**src/rtl/xy_tracker_pkg.sv**
```systemverilog
// Shared types and helpers for the joystick position tracker.
// Provides the per-axis FSM state, the decoded stick direction, the
// 2-bit stick decoder and the auto-repeat timer width calculation.
package xy_tracker_pkg;

    typedef enum logic [1:0] {
        IDLE   = 2'd0,
        DELAY  = 2'd1,
        REPEAT = 2'd2
    } axis_state_t;

    typedef enum logic [1:0] {
        NONE = 2'd0,
        INC  = 2'd1,
        DEC  = 2'd2
    } dir_t;

    // 01 = increment, 10 = decrement; 00 and 11 both mean no movement.
    function automatic dir_t decode_dir(input logic [1:0] stick);
        case (stick)
            2'b01:   return INC;
            2'b10:   return DEC;
            default: return NONE;
        endcase
    endfunction

    // Timer must hold max(delay, rate) - 1; never narrower than one bit.
    function automatic int timer_bits(input int unsigned delay, input int unsigned rate);
        int unsigned m;
        int          b;
        m = (delay > rate) ? delay : rate;
        b = $clog2(m + 1);
        return (b < 1) ? 1 : b;
    endfunction

endpackage

```
**src/rtl/xy_axis_stepper.sv**
```systemverilog
// One joystick axis: direction FSM with auto-repeat timer and position register.
// Ports:
//   CLK, RST     clock, asynchronous active-low reset
//   home         synchronous load of HOME_VAL, forces IDLE
//   stick        2-bit direction request (bit0 = +1, bit1 = -1)
//   position     current position, registered
//   stepDone_c   combinational: position changes on the coming edge
module xy_axis_stepper
    import xy_tracker_pkg::*;
#(
    parameter int unsigned BITS         = 3,
    parameter int unsigned MAX          = 7,
    parameter int unsigned HOME_VAL     = 0,
    parameter int unsigned REPEAT_DELAY = 8,
    parameter int unsigned REPEAT_RATE  = 4,
    parameter int unsigned WRAP         = 0
) (
    input  logic            CLK,
    input  logic            RST,
    input  logic            home,
    input  logic [1:0]      stick,
    output logic [BITS-1:0] position,
    output logic            stepDone_c
);

    localparam int unsigned TIMER_W = unsigned'(timer_bits(REPEAT_DELAY, REPEAT_RATE));
    localparam int unsigned EXT_W   = BITS + 1;

    localparam logic [TIMER_W-1:0] DELAY_LOAD = TIMER_W'(REPEAT_DELAY - 1);
    localparam logic [TIMER_W-1:0] RATE_LOAD  = TIMER_W'(REPEAT_RATE - 1);
    localparam logic [EXT_W-1:0]   MAX_EXT    = EXT_W'(MAX);
    localparam logic [BITS-1:0]    MAX_POS    = BITS'(MAX);
    localparam logic [BITS-1:0]    HOME_POS   = BITS'(HOME_VAL);

    axis_state_t        state, stateNext;
    dir_t               heldDir, heldDirNext;
    dir_t               dir;
    logic [TIMER_W-1:0] timer, timerNext;
    logic [BITS-1:0]    posNext;
    logic [BITS-1:0]    stepped;
    logic [EXT_W-1:0]   posExt;
    logic               stepReq;

    assign dir    = decode_dir(stick);
    assign posExt = {1'b0, position};

    // Candidate position one step in the requested direction; the extra bit
    // keeps the MAX compare exact for non-power-of-two ranges.
    always_comb begin
        stepped = position;
        if (dir == INC) begin
            if (posExt + EXT_W'(1) > MAX_EXT) begin
                stepped = (WRAP != 0) ? '0 : position;
            end else begin
                stepped = BITS'(posExt + EXT_W'(1));
            end
        end else if (dir == DEC) begin
            if (posExt == '0) begin
                stepped = (WRAP != 0) ? MAX_POS : position;
            end else begin
                stepped = BITS'(posExt - EXT_W'(1));
            end
        end
    end

    // Next state, timer and position; home overrides everything.
    always_comb begin
        stateNext   = state;
        timerNext   = timer;
        heldDirNext = heldDir;
        stepReq     = 1'b0;
        posNext     = position;

        case (state)
            IDLE: begin
                if (dir != NONE) begin
                    stepReq     = 1'b1;
                    timerNext   = DELAY_LOAD;
                    heldDirNext = dir;
                    stateNext   = DELAY;
                end
            end
            DELAY, REPEAT: begin
                if (dir == NONE) begin
                    stateNext   = IDLE;
                    timerNext   = '0;
                    heldDirNext = NONE;
                end else if (dir != heldDir) begin
                    // reversal restarts the press sequence in the new direction
                    stepReq     = 1'b1;
                    timerNext   = DELAY_LOAD;
                    heldDirNext = dir;
                    stateNext   = DELAY;
                end else if (timer != '0) begin
                    timerNext = timer - TIMER_W'(1);
                end else begin
                    stepReq   = 1'b1;
                    timerNext = RATE_LOAD;
                    stateNext = REPEAT;
                end
            end
            default: begin
                stateNext   = IDLE;
                timerNext   = '0;
                heldDirNext = NONE;
            end
        endcase

        if (stepReq) begin
            posNext = stepped;
        end

        if (home) begin
            stateNext   = IDLE;
            timerNext   = '0;
            heldDirNext = NONE;
            posNext     = HOME_POS;
        end

        stepDone_c = (posNext != position);
    end

    // State, timer and position registers.
    always_ff @(posedge CLK or negedge RST) begin
        if (!RST) begin
            state    <= IDLE;
            heldDir  <= NONE;
            timer    <= '0;
            position <= HOME_POS;
        end else begin
            state    <= stateNext;
            heldDir  <= heldDirNext;
            timer    <= timerNext;
            position <= posNext;
        end
    end

endmodule

```
**src/rtl/xy_tracker_param.sv**
```systemverilog
// Joystick dot tracker: two independent axis steppers on a configurable grid.
// Optional build macro XY_TRACKER_SYNC_EN adds 2-flop synchronisers on
// stickX, stickY and HOME (adds 2 cycles of latency).
// Ports:
//   CLK, RST        clock, asynchronous active-low reset
//   HOME            synchronous recentre to X_HOME/Y_HOME
//   stickX, stickY  bit0 = +1, bit1 = -1 per axis
//   pixelX, pixelY  current position, registered
//   moved           registered pulse: position changed on the previous edge
//   atEdge          combinational: position lies on any border of the grid
module xy_tracker_param
    import xy_tracker_pkg::*;
#(
    parameter int unsigned X_BITS       = 3,
    parameter int unsigned Y_BITS       = 3,
    parameter int unsigned X_MAX        = 7,
    parameter int unsigned Y_MAX        = 7,
    parameter int unsigned X_HOME       = 0,
    parameter int unsigned Y_HOME       = 0,
    parameter int unsigned REPEAT_DELAY = 8,
    parameter int unsigned REPEAT_RATE  = 4,
    parameter int unsigned WRAP         = 0
) (
    input  logic              CLK,
    input  logic              RST,
    input  logic              HOME,
    input  logic [1:0]        stickX,
    input  logic [1:0]        stickY,
    output logic [X_BITS-1:0] pixelX,
    output logic [Y_BITS-1:0] pixelY,
    output logic              moved,
    output logic              atEdge
);

    logic       homeIn;
    logic [1:0] stickXIn;
    logic [1:0] stickYIn;
    logic       stepX_c;
    logic       stepY_c;

`ifdef XY_TRACKER_SYNC_EN
    logic       homeMeta;
    logic [1:0] stickXMeta;
    logic [1:0] stickYMeta;

    // Two-flop synchronisers for the asynchronous board inputs.
    always_ff @(posedge CLK or negedge RST) begin
        if (!RST) begin
            homeMeta   <= 1'b0;
            homeIn     <= 1'b0;
            stickXMeta <= 2'b00;
            stickXIn   <= 2'b00;
            stickYMeta <= 2'b00;
            stickYIn   <= 2'b00;
        end else begin
            homeMeta   <= HOME;
            homeIn     <= homeMeta;
            stickXMeta <= stickX;
            stickXIn   <= stickXMeta;
            stickYMeta <= stickY;
            stickYIn   <= stickYMeta;
        end
    end
`else
    assign homeIn   = HOME;
    assign stickXIn = stickX;
    assign stickYIn = stickY;
`endif

    xy_axis_stepper #(
        .BITS         (X_BITS),
        .MAX          (X_MAX),
        .HOME_VAL     (X_HOME),
        .REPEAT_DELAY (REPEAT_DELAY),
        .REPEAT_RATE  (REPEAT_RATE),
        .WRAP         (WRAP)
    ) xAxis (
        .CLK        (CLK),
        .RST        (RST),
        .home       (homeIn),
        .stick      (stickXIn),
        .position   (pixelX),
        .stepDone_c (stepX_c)
    );

    xy_axis_stepper #(
        .BITS         (Y_BITS),
        .MAX          (Y_MAX),
        .HOME_VAL     (Y_HOME),
        .REPEAT_DELAY (REPEAT_DELAY),
        .REPEAT_RATE  (REPEAT_RATE),
        .WRAP         (WRAP)
    ) yAxis (
        .CLK        (CLK),
        .RST        (RST),
        .home       (homeIn),
        .stick      (stickYIn),
        .position   (pixelY),
        .stepDone_c (stepY_c)
    );

    // One pulse for any change, even when both axes move on the same edge.
    always_ff @(posedge CLK or negedge RST) begin
        if (!RST) begin
            moved <= 1'b0;
        end else begin
            moved <= stepX_c | stepY_c;
        end
    end

    assign atEdge = (pixelX == '0) || (pixelX == X_BITS'(X_MAX)) ||
                    (pixelY == '0) || (pixelY == Y_BITS'(Y_MAX));

endmodule

```
**config.mk**
```make
export PLATFORM = sky130hd
export DESIGN_NAME = xy_tracker_param
export DESIGN_NICKNAME = d
export VERILOG_FILES = /design/src/rtl/xy_tracker_pkg.sv /design/src/rtl/xy_axis_stepper.sv /design/src/rtl/xy_tracker_param.sv
export SDC_FILE = /design/constraint.sdc
export NUM_CORES = 1
export LEC_CHECK = 0
export CORE_UTILIZATION = 35
export CTS_CLUSTER_SIZE = 10
export DETAILED_ROUTE_END_ITERATION = 8
export GPL_ROUTABILITY_DRIVEN = 0
export GPL_TIMING_DRIVEN = 0
export PLACE_DENSITY_LB_ADDON = 0.3
export SETUP_SLACK_MARGIN = 0.1
export SLEW_MARGIN = 5
export SYNTH_ARGS = -nofsm -noshare
export SYNTH_HDL_FRONTEND = slang
export SYNTH_SLANG_ARGS = --single-unit
```
**constraint.sdc**
```tcl
create_clock -name CLK -period 2.5 [get_ports CLK]
set_input_delay 0.5 -clock CLK [delete_from_list [all_inputs] [get_ports CLK]]
set_output_delay 0.5 -clock CLK [all_outputs]
set_load 0.005 [all_outputs]
```
==> flow_summary.ini, run 1 <==
[synthesis]
synth_top_cell_area_share_pct = 30.5
syn_nets = 246
synth_cell_types = 50
synthCells = 218
ys_top_cells_by_area = dfrtp_1 31%, ha_1 14%, a21oi_1 4.2%, inv_1 4.2%, nor2_1 3.2%
ys_seq_elements = 23
yosysWarningCount = 0
syn_area_per_cell_um2 = 8.64
synth_seq_area_share_pct = 30.5
synth_edf_count = 0
async_flop_share_pct = 100
synth_area_leader_cell = dfrtp_1
dominantRegCellSynth = dfrtp_1
syn_area_um2 = 1880

[clocking]
cts_tree = built
htree_num_levels = 1
clk_latency_ps = 270
clockBufferDepth = 2
clockRootBuffer = clkbuf_8
cts_inserted_buffers = 3
cts.sink_count = 23
clkTransAtPathRegs_ps = 80

[floorplanning]
rows = 26
core_area_um2 = 5140
die_h_um = 75.4
die_area_um2 = 5680
die_w_um = 75.4
top_level_ports = 15
start_util_pct = 36.7

[timing]
hold_ws_ps = 519
relSlewSlack_pct = 29.4
period_needed_ps = 2320
fmax_mhz = 431
period_share_pct = 92.7
hold_viol_final = 0
tightest_slew_ps = 1060
clock_skew_ps = 3.76
setup_viol = 0
slew_viol_final = 0
rsz0062_at_grt = yes

[worst_setup_path]
r2r_slack_ps = 560
end_kind = flip-flop
ff2ff_path_depth = 7
rr_startpoint = xAxis.timer[0]
arrival_ps = 2480
worst-setup-path-type = in2reg
start_kind = input pin
critPathMaxFanout = 5
r2r-end = moved
cp_data_required_time_ps = 2660

[worst_hold_path]
hp-class = reg2reg
min_from = yAxis.state[0]
min_to = yAxis.state[0]
min_path_cells = 2

[global_route]
grt_pass1_wl_mm = 6.93
grt_pass1_vias = 1501
grt_overflow = 0
grt_max_degree = 24
antenna_found_initial = 0
track_usage_pct = 15.7

[power]
p_leak_nw = 0.961
ir_worst_vdd_mv = 0.503
powerDensity_nw_per_um2 = 653

[placed_design]
placed_area_um2 = 2110
place_inst = 302
hpwl_mm = 3.08
portBuffers = 14

[job]
drv_cap = 0

[route]
post_drt_wl_per_cell_um = 13.1
first_pass_iters = 4
ant_nets = 0
drt_iter0_drc = 81
via_per_inst = 5.28
route.detailed.drc = 0
wl_mm = 4.03
route.vias.total = 1621

[cells_and_area]
n_fill_cell = 547
seqCellArea_um2 = 578
drive_gt1_share_pct = 9.28
finalNetCount = 266
area.growth.synth_to_final_pct = 17.3
multi_input_area_um2 = 1240
stdcell_area_um2 = 2210
layoutNonFillerInstCount = 307
diodes = 0

[run_status]
status = finished clean
==> synth_stat cells, types with 2 or more instances <==
master	instances
nand2b_1	6
a22oi_1	5
nand3_1	5
nor2_1	16
ha_1	21
or4_1	3
nor4_1	2
mux2i_1	3
nand4b_1	3
a22o_1	4
a31oi_1	4
a21oi_1	16
o21ai_0	10
o31a_1	4
nand2_1	15
or3_1	4
nand3b_1	2
xnor2_1	4
nor3_1	7
o2bb2ai_1	2
clkbuf_1	5
o31ai_1	3
a211oi_1	4
inv_1	21
or2_1	2
dfrtp_1	23
==> cell usage in the layout, fill, tap and decap left out, types with 2 or more instances in the layout <==
master,n
buf_4,2
o31ai_1,3
o21ai_0,10
dfrtp_1,21
xnor2_1,2
a22oi_1,5
nand3_1,5
a31oi_1,4
or4_1,3
mux2i_1,3
ha_1,21
o2bb2ai_1,2
clkbuf_8,3
clkdlybuf4s50_1,14
o31a_1,4
nand2b_1,6
a21oi_1,15
nor3_1,6
nor4_1,2
clkbuf_1,5
a22o_1,4
nand4b_1,3
or3_1,4
inv_1,21
nand3b_1,2
a211oi_1,4
or2_1,2
nand2_1,15
nor2_1,15
dfrtp_2,2
==> report_power, final <==
part | switching [mW] | internal, mW
combinational | 0.377 | 0.309
sequential | 0.0761 | 0.443
clock | 0.126 | 0.111
==> what timing repair did <==
action,CTS,global route
endpoints found under the setup margin,0,13
resized for setup,0,9
buffers inserted,0,1
hold buffers,0,0
hold endpoints to repair,0,0
==> registers in the layout (all words and copies together), names as in the netlist <==
register and count:
moved 1, xAxis.heldDir 2, xAxis.position 3, xAxis.state 2, xAxis.timer 4, yAxis.heldDir 2, yAxis.position 3, yAxis.state 2
yAxis.timer 4
==> kinds of logic (layout without fill, tap and decap cells) <==
| kind of cell | count (synthesis) | in the layout | share of synthesized area, % |
|---|---|---|---|
| mux | 4 | 4 | 2.19 |
| xor+xnor | 4 | 4 | 1.86 |
| flops | 23 | 23 | 30.5 |
| compound gates | 65 | 65 | 24.0 |
| fa+ha+maj | 21 | 21 | 13.9 |
| simple gates | 72 | 72 | 21.4 |
| buf+inv | 29 | 48 | 6.04 |
==> routing by layer <==
| layer | up-vias | global-route usage, % | part of all wire, % |
|---|---|---|---|
| met5 | - | 0 | 0 |
| met4 | 0 | 1.85 | 0.20 |
| met3 | 2 | 3.17 | 2.1 |
| met2 | 17 | 25.5 | 48 |
| met1 | 769 | 22.3 | 50 |
| li1 | 833 | - | - |
==> how the worst max path moves through the flow <==
stage,endpoint,from,depth (start not counted),slack (ps)
after floorplan,xAxis.position[2],stickX[1],8,550
after global placement,moved,stickX[0],8,-90
after detailed placement,xAxis.position[0],stickX[1],9,-150
after CTS,atEdge,yAxis.position[0],5,150
after global routing,yAxis.state[1],stickY[1],7,80
final,yAxis.state[1],stickY[0],7,180
==> worst max-delay path: stages <==
cell and delay [ps]:
clkdlybuf4s50_1 510, inv_1 80, ha_1 220, xnor2_1 170, nand2_1 140, o41ai_2 470, mux2_2 380
==> layout make-up <==
class                           instances  area share, %
Timing Repair Buffer                   15           6.68
Clock inverter                          1          0.227
Multi-Input combinational cell        166           55.9
Tap cell                               70           3.96
Clock buffer                            3           1.87
Inverter                               21           3.57
Buffer                                  8           1.59
Sequential cell                        23           26.2
==> per-stage QoR <==
stage                     TNS, ps  util [%]  power (mW)  setup WS [ps]
after floorplan                 0         -        1.01            550
after global placement       -464      41.1        1.18          -90.9
after detailed placement     -989      41.1        1.19           -154
after CTS                       0      42.0        1.44            154
after global routing            0      43.0        1.57           80.0
final                           0      43.0        1.44            182
No activity file was read; power rests on OpenSTA's default activity.
==> run 2: changes to the inputs <==
--- a/config.mk
+++ b/config.mk
@@ -8,7 +8,6 @@
 export CORE_UTILIZATION = 35
 export CTS_CLUSTER_SIZE = 10
 export DETAILED_ROUTE_END_ITERATION = 8
-export GPL_ROUTABILITY_DRIVEN = 0
 export GPL_TIMING_DRIVEN = 0
 export PLACE_DENSITY_LB_ADDON = 0.3
 export SETUP_SLACK_MARGIN = 0.1
==> results of run 2 <==
The final DEF is identical to that of run 1; final timing and power are the same.
